[src/rtl/uart_tx_param.sv]
// Parametrised UART transmitter fed by a small FIFO. Frames go out back-to-back
// while words are queued, with configurable divisor, width, parity and stop bits.
//
//   state | meaning
//   IDLE  | line high, waiting for a queued word
//   START | start bit, line low
//   DATA  | data bits, LSB first, from the shifter
//   PAR   | parity bit (only when PARITY != 0)
//   STOP  | line high for STOP_BITS bit periods
module uart_tx_param #(
    parameter int CLK_DIV    = 4,
    parameter int DATA_BITS  = 8,
    parameter int PARITY     = 0,
    parameter int STOP_BITS  = 1,
    parameter int FIFO_DEPTH = 4
) (
    input  logic                                 sysclk,
    input  logic                                 reset,
    input  logic [DATA_BITS-1:0]                 TX_DATA,
    input  logic                                 TX_EN,
    output logic                                 TX_STATUS,
    output logic                                 TX_BUSY,
    output logic                                 TX_OVF,
    output logic [$clog2(FIFO_DEPTH+1)-1:0]      FIFO_LEVEL,
    output logic                                 UART_TX
);

    localparam int LW = $clog2(FIFO_DEPTH + 1);
    localparam int PW = $clog2(FIFO_DEPTH);
    localparam int CW = $clog2(CLK_DIV);
    localparam int BW = $clog2(DATA_BITS);
    localparam logic [LW-1:0] FULL_LVL = LW'(FIFO_DEPTH);
    localparam logic [CW-1:0] BAUD_TC  = CW'(CLK_DIV - 1);
    localparam logic [BW-1:0] BIT_TC   = BW'(DATA_BITS - 1);
    localparam logic          STOP_TC  = 1'(STOP_BITS - 1);

    typedef enum logic [2:0] {IDLE, START, DATA, PAR, STOP} state_t;

    state_t                 state_q;
    logic [DATA_BITS-1:0]   mem_q [FIFO_DEPTH];
    logic [PW-1:0]          wr_ptr_q, rd_ptr_q;
    logic [LW-1:0]          level_q, level_d;
    logic [CW-1:0]          baud_q;
    logic [BW-1:0]          bit_q;
    logic                   stop_q;
    logic [DATA_BITS-1:0]   shift_q;
    logic                   par_q;
    logic                   tx_q;
    logic                   ovf_q;

    logic                   full, empty, push, pop, baud_tc, frame_end;
    logic [DATA_BITS-1:0]   head;
    logic                   head_par;

    // Full comes from the registered level, so a write while full is dropped
    // even when a pop happens on the same edge.
    assign full      = (level_q == FULL_LVL);
    assign empty     = (level_q == '0);
    assign push      = TX_EN & ~full;
    assign baud_tc   = (baud_q == BAUD_TC);
    assign frame_end = (state_q == STOP) && baud_tc && (stop_q == STOP_TC);
    assign pop       = ~empty & ((state_q == IDLE) | frame_end);
    assign head      = mem_q[rd_ptr_q];
    assign head_par  = (PARITY == 1) ? ~^head : ^head;

    always_comb begin
        level_d = level_q;
        if (push && !pop) begin
            level_d = level_q + 1'b1;
        end else if (pop && !push) begin
            level_d = level_q - 1'b1;
        end
    end

    always_ff @(posedge sysclk) begin
        if (push) begin
            mem_q[wr_ptr_q] <= TX_DATA;
        end
    end

    always_ff @(posedge sysclk or posedge reset) begin
        if (reset) begin
            wr_ptr_q <= '0;
            rd_ptr_q <= '0;
            level_q  <= '0;
            ovf_q    <= 1'b0;
        end else begin
            if (push) wr_ptr_q <= wr_ptr_q + 1'b1;
            if (pop)  rd_ptr_q <= rd_ptr_q + 1'b1;
            level_q <= level_d;
            ovf_q   <= TX_EN & full;
        end
    end

    always_ff @(posedge sysclk or posedge reset) begin
        if (reset) begin
            state_q <= IDLE;
            baud_q  <= '0;
            bit_q   <= '0;
            stop_q  <= 1'b0;
            shift_q <= '0;
            par_q   <= 1'b0;
            tx_q    <= 1'b1;
        end else begin
            if (state_q != IDLE) begin
                baud_q <= baud_tc ? '0 : baud_q + 1'b1;
            end
            case (state_q)
                IDLE: begin
                    if (pop) begin
                        state_q <= START;
                        shift_q <= head;
                        par_q   <= head_par;
                        baud_q  <= '0;
                        tx_q    <= 1'b0;
                    end
                end
                START: begin
                    if (baud_tc) begin
                        state_q <= DATA;
                        bit_q   <= '0;
                        tx_q    <= shift_q[0];
                    end
                end
                DATA: begin
                    if (baud_tc) begin
                        if (bit_q == BIT_TC) begin
                            if (PARITY != 0) begin
                                state_q <= PAR;
                                tx_q    <= par_q;
                            end else begin
                                state_q <= STOP;
                                stop_q  <= 1'b0;
                                tx_q    <= 1'b1;
                            end
                        end else begin
                            bit_q   <= bit_q + 1'b1;
                            shift_q <= shift_q >> 1;
                            tx_q    <= shift_q[1];
                        end
                    end
                end
                PAR: begin
                    if (baud_tc) begin
                        state_q <= STOP;
                        stop_q  <= 1'b0;
                        tx_q    <= 1'b1;
                    end
                end
                STOP: begin
                    if (baud_tc) begin
                        if (stop_q == STOP_TC) begin
                            // Next queued word starts immediately, no idle bit.
                            if (pop) begin
                                state_q <= START;
                                shift_q <= head;
                                par_q   <= head_par;
                                tx_q    <= 1'b0;
                            end else begin
                                state_q <= IDLE;
                                tx_q    <= 1'b1;
                            end
                        end else begin
                            stop_q <= stop_q + 1'b1;
                        end
                    end
                end
                default: begin
                    state_q <= IDLE;
                    tx_q    <= 1'b1;
                end
            endcase
        end
    end

    assign UART_TX    = tx_q;
    assign TX_STATUS  = ~full;
    assign TX_BUSY    = (state_q != IDLE) | ~empty;
    assign TX_OVF     = ovf_q;
    assign FIFO_LEVEL = level_q;

endmodule
[config.mk]
export PLATFORM = sky130hd
export DESIGN_NAME = uart_tx_param
export DESIGN_NICKNAME = d
export VERILOG_FILES = /design/src/rtl/uart_tx_param.sv
export SDC_FILE = /design/constraint.sdc
export NUM_CORES = 1
export LEC_CHECK = 0
export BUFFER_PORTS_ARGS = -buffer_cell sky130_fd_sc_hd__buf_4
export CELL_PAD_IN_SITES_DETAIL_PLACEMENT = 1
export CELL_PAD_IN_SITES_GLOBAL_PLACEMENT = 1
export CORE_ASPECT_RATIO = 1.2
export CORE_MARGIN = 2
export CORE_UTILIZATION = 50
export CTS_BUF_LIST = sky130_fd_sc_hd__clkbuf_8
export DETAILED_ROUTE_END_ITERATION = 16
export GPL_ROUTABILITY_DRIVEN = 0
export PLACE_DENSITY_LB_ADDON = 0.2
export SYNTH_ARGS = -nofsm -noshare
export SYNTH_HDL_FRONTEND = slang
export SYNTH_SLANG_ARGS = --single-unit
[constraint.sdc]
create_clock -name sysclk -period 2.55 [get_ports sysclk]
set_clock_uncertainty 0.1 [all_clocks]
set_input_delay 0.1275 -clock sysclk [delete_from_list [all_inputs] [get_ports sysclk]]
set_output_delay 0.1275 -clock sysclk [all_outputs]
set_load 0.05 [all_outputs]
==> out/metrics.csv, run 1 <==
stage,metric,value,unit
detailed_routing,DR WL/cell,17.4,um
die,Die Span Y,81.2,um
clocking,CTS max path bufs,2,
synthesis,proportion of netlist area held by the largest area contributor,38.7,%
clocking,post_cts resized,0,
timing,Worst Max-Slew Pin Slew,0.997,ns
detailed_routing,DR DRC count,0,
detailed_routing,Routed WL,4610,um
hold_path,worst hold path class,flop to flop,
place,placed cells,239,
timing,Setup Total Neg Slack,0,ns
timing,RSZ-0062 raised after global routing,false,
timing,setup violators final,0,
die,IO Pins,18,
power,switching power,1.34,mW
worst_setup_path,r2r endpoint,FIFO_LEVEL[1],
hold_path,Cells on Worst Hold Path,2,
clocking,Num Clock Sinks,57,
layout,"commonest non-fill, non-tap cells in the layout","edfxtp_1, buf_4, dfrtp_1, mux2_2, nand2_1",
die,Initial Util,51.0,%
detailed_routing,Vias,1432,
power,Int Power,2.50,mW
clocking,H-Tree Depth,3,
worst_setup_path,Top delay family on crit path,adder cells,
grt,largest net degree at the start of global routing,26,
clocking,clock root buffer master,clkbuf_8,
power,Worst VDD drop,754,uV
worst_setup_path,crit end category,flop,
detailed_routing,first-pass iteration count of the detailed router,4,
clocking,Post-CTS Setup Bufs,0,
synthesis,Netlist cell types,35,
layout,Finished Layout Cells,265,
timing,worst rel slew slack,33.5,%
worst_setup_path,Crit Path Class,flop to flop,
power,power density over the cells,1280,nW/um2
synthesis,"area leader, netlist",edfxtp_1,
timing,Slew Limit Fails,0,
synthesis,Synthesized Nets,181,
timing,crit path time final,2.42,ns
timing,final hold vios,0,
detailed_routing,drt initial violations,76,
hold_path,min-delay src,bit_q[1],
clocking,"Reg clk slew, reported paths",0.07,ns
worst_setup_path,Critical-path top delay cell,or4_1,
synthesis,synthesized instance count,161,
worst_setup_path,Crit Path Max Fanout,7,
power,Lkg Pwr,1.20,nW
place,Final HPWL DP,3190,um
worst_setup_path,CP startpoint kind,flop,
grt,first-pass GRT wire length,7620,um
worst_setup_path,CP required,2.67,ns
detailed_routing,vias per cell,5.40,
flow_run,Max-cap violations,0,
layout,synth-to-layout area growth,20.8,%
die,die area,5550,um2
die,FP Rows,28,
detailed_routing,number of routed nets with antenna violations,0,
hold_path,worst hold path endpoint,bit_q[1],
die,core area,4870,um2
layout,nets,220,
worst_setup_path,worst path cell trace,"ha_1, nor2b_1, or4_1, ha_1, inv_1, fa_1, mux2_2",
timing,fmax,413,MHz
timing,crit share post-route,95.0,%
place,Port-buffer cells,17,
worst_setup_path,CP dominant cell by count,ha_1,
worst_setup_path,Worst Path Arrival,2.54,ns
clocking,clk_lat worst skew,0.33,ns
synthesis,Mapped Area,2480,um2
worst_setup_path,Buffers & Inverters on Critical Path,1,
layout,"most common cell after layout, fill and taps aside",edfxtp_1,
die,die width,68.3,um
synthesis,register area share after synthesis,64.0,%
grt,grt total ovfl,0,
worst_setup_path,RR Startpoint,baud_q[0],
grt,All-Layer GR Usage,19.8,%
power,combinational share of power,38.1,%
power,Switching Share,35.0,%
outcome,status,completed,
worst_setup_path,reg2reg setup slack,0.13,ns
layout,# diodes,0,
worst_setup_path,"Largest stage delay, worst path",0.45,ns
grt,antenna violations before repair,0,
power,clock group share of total power,21.5,%
grt,number of global-route vias before repair,1546,
synthesis,Yosys reg bits,57,
clocking,TritonCTS clock tree,built,
worst_setup_path,R2R depth,7,
layout,share of cells above drive strength 1,34.1,%
synthesis,yosys warns,0,
clocking,# hold bufs at CTS,10,
clocking,clock buffer count from CTS,9,
synthesis,syn avg cell area,15.4,um2
synthesis,largest cells by area after synthesis,"edfxtp_1, dfrtp_1, mux2_2",
power,sequential share of power,40.4,%
==> cells by family (layout without fill, tap and decap cells) <==
kind of cell             Yosys count  after routing  synth area share, %
flip-flops                        57             57                 64.0
AND/OR/NAND/NOR                   39             39                 7.91
AO/OA/AOI/OAI                     15             15                 4.18
buffers and inverters             10             54                 2.02
multiplexers                      25             25                 15.0
XOR/XNOR                           6              6                 2.12
adder cells (fa/ha/maj)            9              9                 4.84
==> worst register-to-register path, stage by stage, from the launching register on <==
cell	delay [ns]
dfrtp_1	0.38
ha_1	0.30
nor2b_1	0.09
or4_1	0.45
ha_1	0.24
inv_1	0.07
fa_1	0.41
mux2_2	0.27
==> power groups by stage <==
stage / clock [mW] / combinational (mW) / sequential, mW
after floorplan: 0 / 1.05 / 1.58
after global placement: 0 / 1.37 / 1.54
after detailed placement: 0 / 1.46 / 1.58
after CTS: 0.847 / 1.49 / 1.56
after global routing: 0.880 / 1.62 / 1.60
final: 0.826 / 1.47 / 1.55
==> worst max-delay path by stage <==
stage / endpoint / from / cells after the start / slack (ns)
3_5_place_dp: FIFO_LEVEL[1] / baud_q[0] / 7 / 0.13
3_3_place_gp: FIFO_LEVEL[1] / baud_q[0] / 7 / 0.24
6_report: FIFO_LEVEL[1] / baud_q[0] / 7 / 0.13
4_1_cts: FIFO_LEVEL[1] / baud_q[0] / 7 / 0.11
5_1_grt: FIFO_LEVEL[1] / baud_q[0] / 7 / 0.006
2_1_floorplan: FIFO_LEVEL[1] / FIFO_LEVEL[0] / 7 / 0.07
==> cells in the mapped netlist, drive strengths merged <==
master	count
edfxtp	32
dfrtp	24
mux2	17
nand2	12
ha	8
mux4	8
nor2	8
o21ai	8
inv	6
and3	5
nor2b	4
buf	3
xnor2	3
xor2	3
nand3	2
nor3	2
o31ai	2
a21o	1
a21oi	1
a31oi	1
and2	1
and2b	1
clkbuf	1
dfstp	1
fa	1
nand2b	1
nand3b	1
nor3b	1
o21a	1
o41ai	1
or4	1
==> registers in the layout, summed over array words and instances (netlist names) <==
register    count
FIFO_LEVEL      3
bit_q           3
shift_q         8
wr_ptr_q        2
baud_q          2
rd_ptr_q        2
state_q         3
TX_OVF          1
UART_TX         1
mem_q          32
==> final cells by class <==
| class | count | area (um2) |
|---|---|---|
| clock buffers | 10 | 138 |
| repair buffers | 32 | 265 |
| clock inverters | 6 | 60.1 |
| fillers | 459 | 1870 |
| well taps | 60 | 75.1 |
| multi-input cells | 94 | 847 |
| inverters | 6 | 22.5 |
| flip-flops and latches | 57 | 1590 |
==> metal layers <==
layer / vias up / share of wire, % / routed length, um / track usage (%)
li1: 672 / - / - / -
met1: 737 / 43 / 1970 / 24.5
met2: 17 / 54 / 2490 / 32.6
met3: 6 / 2.0 / 93 / 4.71
met4: 0 / 1.2 / 54 / 9.00
met5: - / 0 / 0 / 0
==> metrics by stage <==
step | util, % | total power [mW] | hold slack (ns) | area (um2) | setup slack (ns)
floorplan | - | 2.63 | 0.0539 | 2490 | 0.0732
global placement | 55.5 | 2.91 | 0.225 | 2700 | 0.244
detailed placement | 55.5 | 3.04 | 0.231 | 2700 | 0.130
CTS | 61.6 | 3.90 | 0.398 | 3000 | 0.109
global route | 61.6 | 4.10 | 0.430 | 3000 | 0.00602
finish | 61.6 | 3.84 | 0.395 | 3000 | 0.128
Note: power is estimated with default switching activity, not from simulation.
==> inputs of run 2 (changes only) <==
--- a/config.mk
+++ b/config.mk
@@ -15,6 +15,7 @@
 export DETAILED_ROUTE_END_ITERATION = 16
 export GPL_ROUTABILITY_DRIVEN = 0
 export PLACE_DENSITY_LB_ADDON = 0.2
+export RECOVER_POWER = 100
 export SYNTH_ARGS = -nofsm -noshare
 export SYNTH_HDL_FRONTEND = slang
 export SYNTH_SLANG_ARGS = --single-unit
==> run 2 against run 1 <==
  * Hold slack barely moved
  * Sequential cell count did not move
  * Final area fell by 2.0%
  * Register-to-register slack barely moved
  * Count of clock-buffer cells in the layout did not move
  * Sequential share of layout area rose by 0.98 points
  * Total power fell by 1.5%
  * Critical path type unchanged
  * Critical endpoint unchanged
==> out/metrics.csv, run 2 (synthesis results as in run 1) <==
stage,metric,value,unit
layout,synth-to-layout area growth,18.3,%
grt,first-pass GRT wire length,7620,um
timing,Worst Max-Slew Pin Slew,0.987,ns
detailed_routing,DR DRC count,0,
hold_path,worst hold path endpoint,bit_q[1],
flow_run,Max-cap violations,0,
die,core area,4870,um2
hold_path,min-delay src,bit_q[1],
detailed_routing,first-pass iteration count of the detailed router,4,
clocking,Post-CTS Setup Bufs,0,
layout,"commonest non-fill, non-tap cells in the layout","edfxtp_1, dfrtp_1, mux2_2, clkbuf_1, nand2_1",
worst_setup_path,reg2reg setup slack,0.13,ns
die,FP Rows,28,
die,die area,5550,um2
clocking,clk_lat worst skew,0.33,ns
layout,"most common cell after layout, fill and taps aside",edfxtp_1,
die,Initial Util,51.0,%
power,final total power,3.78,mW
timing,worst rel slew slack,34.2,%
place,Port-buffer cells,17,
timing,fmax,413,MHz
die,IO Pins,18,
timing,Worst Slack Setup Final,0.130,ns
hold_path,worst hold path class,flop to flop,
detailed_routing,Routed WL,4600,um
layout,fin util,60.3,%
clocking,TritonCTS clock tree,built,
power,power density over the cells,1290,nW/um2
clocking,clock buffer count from CTS,9,
worst_setup_path,CP startpoint kind,flop,
layout,Top Registers,"mem_q x32, shift_q x8",
timing,Slew Limit Fails,0,
layout,"Most flops, register",mem_q,
detailed_routing,DR WL/cell,17.3,um
worst_setup_path,Crit Path Max Fanout,7,
power,Worst VDD drop,749,uV
timing,crit share post-route,94.9,%
timing,setup violators final,0,
worst_setup_path,RR Startpoint,baud_q[0],
detailed_routing,Vias,1423,
die,Die Span Y,81.2,um
detailed_routing,drt initial violations,78,
layout,# diodes,0,
clocking,post_cts resized,0,
grt,grt total ovfl,0,
clocking,H-Tree Depth,3,
clocking,"Reg clk slew, reported paths",0.07,ns
clocking,clock root buffer master,clkbuf_8,
worst_setup_path,Crit Path Class,flop to flop,
timing,final hold vios,0,
grt,largest net degree at the start of global routing,26,
worst_setup_path,crit end category,flop,
die,die width,68.3,um
worst_setup_path,r2r endpoint,FIFO_LEVEL[1],
layout,Fill cells,470,
clocking,Num Clock Sinks,57,
clocking,CTS max path bufs,2,
outcome,status,completed,
layout,max FFs per register,32,
worst_setup_path,R2R depth,7,
worst_setup_path,Worst Path Arrival,2.54,ns
grt,number of global-route vias before repair,1546,
detailed_routing,vias per cell,5.37,
layout,nets,220,
worst_setup_path,CP required,2.67,ns
timing,RSZ-0062 raised after global routing,false,
timing,Setup Total Neg Slack,0,ns
timing,crit path time final,2.42,ns
grt,All-Layer GR Usage,19.8,%
place,Place WS,0.130,ns
layout,share of cells above drive strength 1,25.4,%
hold_path,Cells on Worst Hold Path,2,
place,Final HPWL DP,3190,um
grt,antenna violations before repair,0,
power,Lkg Pwr,1.15,nW
detailed_routing,number of routed nets with antenna violations,0,
## run 2: cell type report
type                    instances  area [um2]  share of cell area (%)
inverters                       6        22.5                   0.767
clock inverters                 6        60.1                    2.04
clock buffers                  10         138                    4.68
well taps                      60        75.1                    2.56
repair buffers                 32         210                    7.16
flip-flops and latches         57        1590                    54.0
multi-input cells              94         845                    28.7
## run 2: per-stage QoR
step                      cells  hold WS [ns]  cell area, um2
after detailed placement    239         0.231            2700
after floorplan             161        0.0539            2490
after global routing        265         0.430            2940
final                       265         0.395            2940
after global placement      239         0.225            2700
after CTS                   265         0.398            3000
## run 2: what timing repair did
action	4_1_cts	5_1_grt
hold buffers	10	0
hold endpoints to repair	57	0
endpoints found under the setup margin	0	0
## run 2: worst max path at each step
| stage | start | end | slack, ns |
|---|---|---|---|
| floorplan | FIFO_LEVEL[0] | FIFO_LEVEL[1] | 0.07 |
| global placement | baud_q[0] | FIFO_LEVEL[1] | 0.24 |
| detailed placement | baud_q[0] | FIFO_LEVEL[1] | 0.13 |
| CTS | baud_q[0] | FIFO_LEVEL[1] | 0.11 |
| global route | baud_q[0] | FIFO_LEVEL[1] | 0.01 |
| finish | baud_q[0] | FIFO_LEVEL[1] | 0.13 |
## run 2: report_power, final
group	total [mW]	leakage (nW)	switching [mW]	internal, mW
combinational	1.42	0.459	0.744	0.675
sequential	1.54	0.590	0.243	1.30
clock	0.822	0.103	0.351	0.472
total	3.78	1.15	1.34	2.45
## run 2: critical path, stage by stage (launching register included)
cell and delay, ns:
dfrtp_1 0.38, ha_1 0.30, nor2b_1 0.09, or4_1 0.45, ha_1 0.24, inv_1 0.07
fa_1 0.41, mux2_2 0.27
## run 2: routing by layer
layer	track usage, %	part of all wire (%)	up-vias
met3	4.71	2.0	4
met1	24.5	43	733
met5	0	0	-
li1	-	-	671
met2	32.6	54	15
met4	9.00	1.1	0
==> inputs of run 3 (changes only) <==
--- a/config.mk
+++ b/config.mk
@@ -11,7 +11,6 @@
 export CORE_ASPECT_RATIO = 1.2
 export CORE_MARGIN = 2
 export CORE_UTILIZATION = 50
-export CTS_BUF_LIST = sky130_fd_sc_hd__clkbuf_8
 export DETAILED_ROUTE_END_ITERATION = 16
 export GPL_ROUTABILITY_DRIVEN = 0
 export PLACE_DENSITY_LB_ADDON = 0.2
==> run 3 against run 2 <==
  * Clock power up 0.5%
  * Global-route usage unchanged
  * Largest cell class unchanged
  * Total power about the same
  * Critical path type unchanged
  * Count of clock-buffer cells in the layout up 1
  * Non-clock buffer count unchanged
  * Die area unchanged
  * Hold slack unchanged
==> out/metrics.csv, run 3 (synthesis results as in run 1) <==
stage,metric,value,unit
outcome,status,completed,
timing,Worst Max-Slew Pin Slew,0.987,ns
layout,"Most flops, register",mem_q,
grt,All-Layer GR Usage,19.8,%
place,DP Area,2700,um2
clocking,Post-CTS Setup Bufs,0,
worst_setup_path,reg2reg setup slack,0.13,ns
grt,largest net degree at the start of global routing,26,
die,core area,4870,um2
hold_path,Cells on Worst Hold Path,2,
grt,antenna violations before repair,0,
worst_setup_path,"Largest stage delay, worst path",0.45,ns
die,IO Pins,18,
clocking,H-Tree Depth,3,
power,Lkg Pwr,1.15,nW
layout,design area,2940,um2
clocking,Num Clock Sinks,57,
flow_run,Max-cap violations,0,
detailed_routing,vias per cell,5.37,
layout,"commonest non-fill, non-tap cells in the layout","edfxtp_1, dfrtp_1, mux2_2, clkbuf_1, nand2_1",
worst_setup_path,RR Startpoint,baud_q[0],
layout,Top Registers,"mem_q x32, shift_q x8",
timing,Slew Limit Fails,0,
timing,RSZ-0062 raised after global routing,false,
layout,fin util,60.3,%
clocking,# hold bufs at CTS,10,
detailed_routing,DR WL/cell,17.3,um
clocking,post_cts resized,0,
timing,crit share post-route,94.9,%
hold_path,worst hold path class,flop to flop,
grt,grt total ovfl,0,
detailed_routing,number of routed nets with antenna violations,0,
layout,share of cells above drive strength 1,25.4,%
layout,max FFs per register,32,
detailed_routing,Routed WL,4600,um
worst_setup_path,Critical-path top delay cell,or4_1,
timing,crit path time final,2.42,ns
die,die area,5550,um2
power,power density over the cells,1290,nW/um2
detailed_routing,DR DRC count,0,
place,Final HPWL DP,3190,um
clocking,clock root buffer master,clkbuf_8,
die,Die Span Y,81.2,um
timing,fmax,413,MHz
worst_setup_path,CP startpoint kind,flop,
grt,number of global-route vias before repair,1546,
worst_setup_path,Crit Path Max Fanout,7,
hold_path,min-delay src,bit_q[1],
die,FP Rows,28,
worst_setup_path,r2r endpoint,FIFO_LEVEL[1],
place,Port-buffer cells,17,
layout,register area,1590,um2
layout,# diodes,0,
detailed_routing,Vias,1423,
layout,"most common cell after layout, fill and taps aside",edfxtp_1,
worst_setup_path,worst path cell trace,"ha_1, nor2b_1, or4_1, ha_1, inv_1, fa_1, mux2_2",
hold_path,worst hold path endpoint,bit_q[1],
timing,setup violators final,0,
die,die width,68.3,um
layout,Fill cells,470,
layout,synth-to-layout area growth,18.3,%
worst_setup_path,CP required,2.67,ns
place,Place WS,0.130,ns
layout,nets,220,
worst_setup_path,Crit Path Class,flop to flop,
clocking,"Reg clk slew, reported paths",0.07,ns
power,final total power,3.79,mW
timing,worst rel slew slack,34.2,%
timing,Worst Slack Setup Final,0.130,ns
detailed_routing,first-pass iteration count of the detailed router,4,
clocking,clk_lat worst skew,0.33,ns
worst_setup_path,CP dominant cell by count,ha_1,
timing,Setup Total Neg Slack,0,ns
timing,final hold vios,0,
detailed_routing,drt initial violations,78,
grt,first-pass GRT wire length,7620,um
worst_setup_path,Worst Path Arrival,2.54,ns
clocking,CTS max path bufs,2,
power,Worst VDD drop,749,uV
worst_setup_path,crit end category,flop,
layout,area occupied by multi-input gates,845,um2
die,Initial Util,51.0,%
clocking,clock buffer count from CTS,9,
clocking,TritonCTS clock tree,built,
worst_setup_path,R2R depth,7,
==> run 3: cell count changes in the layout (fill, tap and decap cells not counted) <==
| cell | delta |
|---|---|
| clkbuf_1 | +1 |
| inv_1 | -1 |
==> run 3: critical path, delay by kind of cell, from the launching register on <==
family	cells	cell delay, ns
simple gates	2	0.54
buf+inv	1	0.07
mux	1	0.27
fa+ha+maj	3	0.95
flops	1	0.38
==> run 3: routing by layer <==
metal | vias to the layer above | part of all wire, % | GRT usage (%)
met1 | 733 | 43 | 24.5
met5 | - | 0 | 0
met2 | 15 | 54 | 32.6
li1 | 671 | - | -
met4 | 0 | 1.1 | 9.00
met3 | 4 | 2.0 | 4.71
==> run 3: layout make-up <==
| type | count | area share [%] |
|---|---|---|
| flip-flops and latches | 57 | 54.0 |
| inverters | 6 | 0.767 |
| clock buffers | 11 | 4.81 |
| well taps | 60 | 2.56 |
| clock inverters | 5 | 1.92 |
| repair buffers | 32 | 7.16 |
| multi-input cells | 94 | 28.7 |
==> run 3: report_power, final <==
| group | total (mW) | internal (mW) | switching [mW] |
|---|---|---|---|
| logic | 1.42 | 0.675 | 0.744 |
| registers | 1.54 | 1.30 | 0.243 |
| clock network | 0.826 | 0.476 | 0.350 |
| total | 3.79 | 2.45 | 1.34 |
==> run 3: worst max path at each step <==
stage	startpoint	to	slack (ns)	cells past startpoint
3_5_place_dp	baud_q[0]	FIFO_LEVEL[1]	0.13	7
3_3_place_gp	baud_q[0]	FIFO_LEVEL[1]	0.24	7
4_1_cts	baud_q[0]	FIFO_LEVEL[1]	0.11	7
2_1_floorplan	FIFO_LEVEL[0]	FIFO_LEVEL[1]	0.07	7
6_report	baud_q[0]	FIFO_LEVEL[1]	0.13	7
5_1_grt	baud_q[0]	FIFO_LEVEL[1]	0.01	7
==> run 3: through the flow <==
stage          hold slack (ns)  cells
2_1_floorplan           0.0539    161
3_3_place_gp             0.225    239
3_5_place_dp             0.231    239
4_1_cts                  0.398    265
5_1_grt                  0.430    265
6_report                 0.395    265
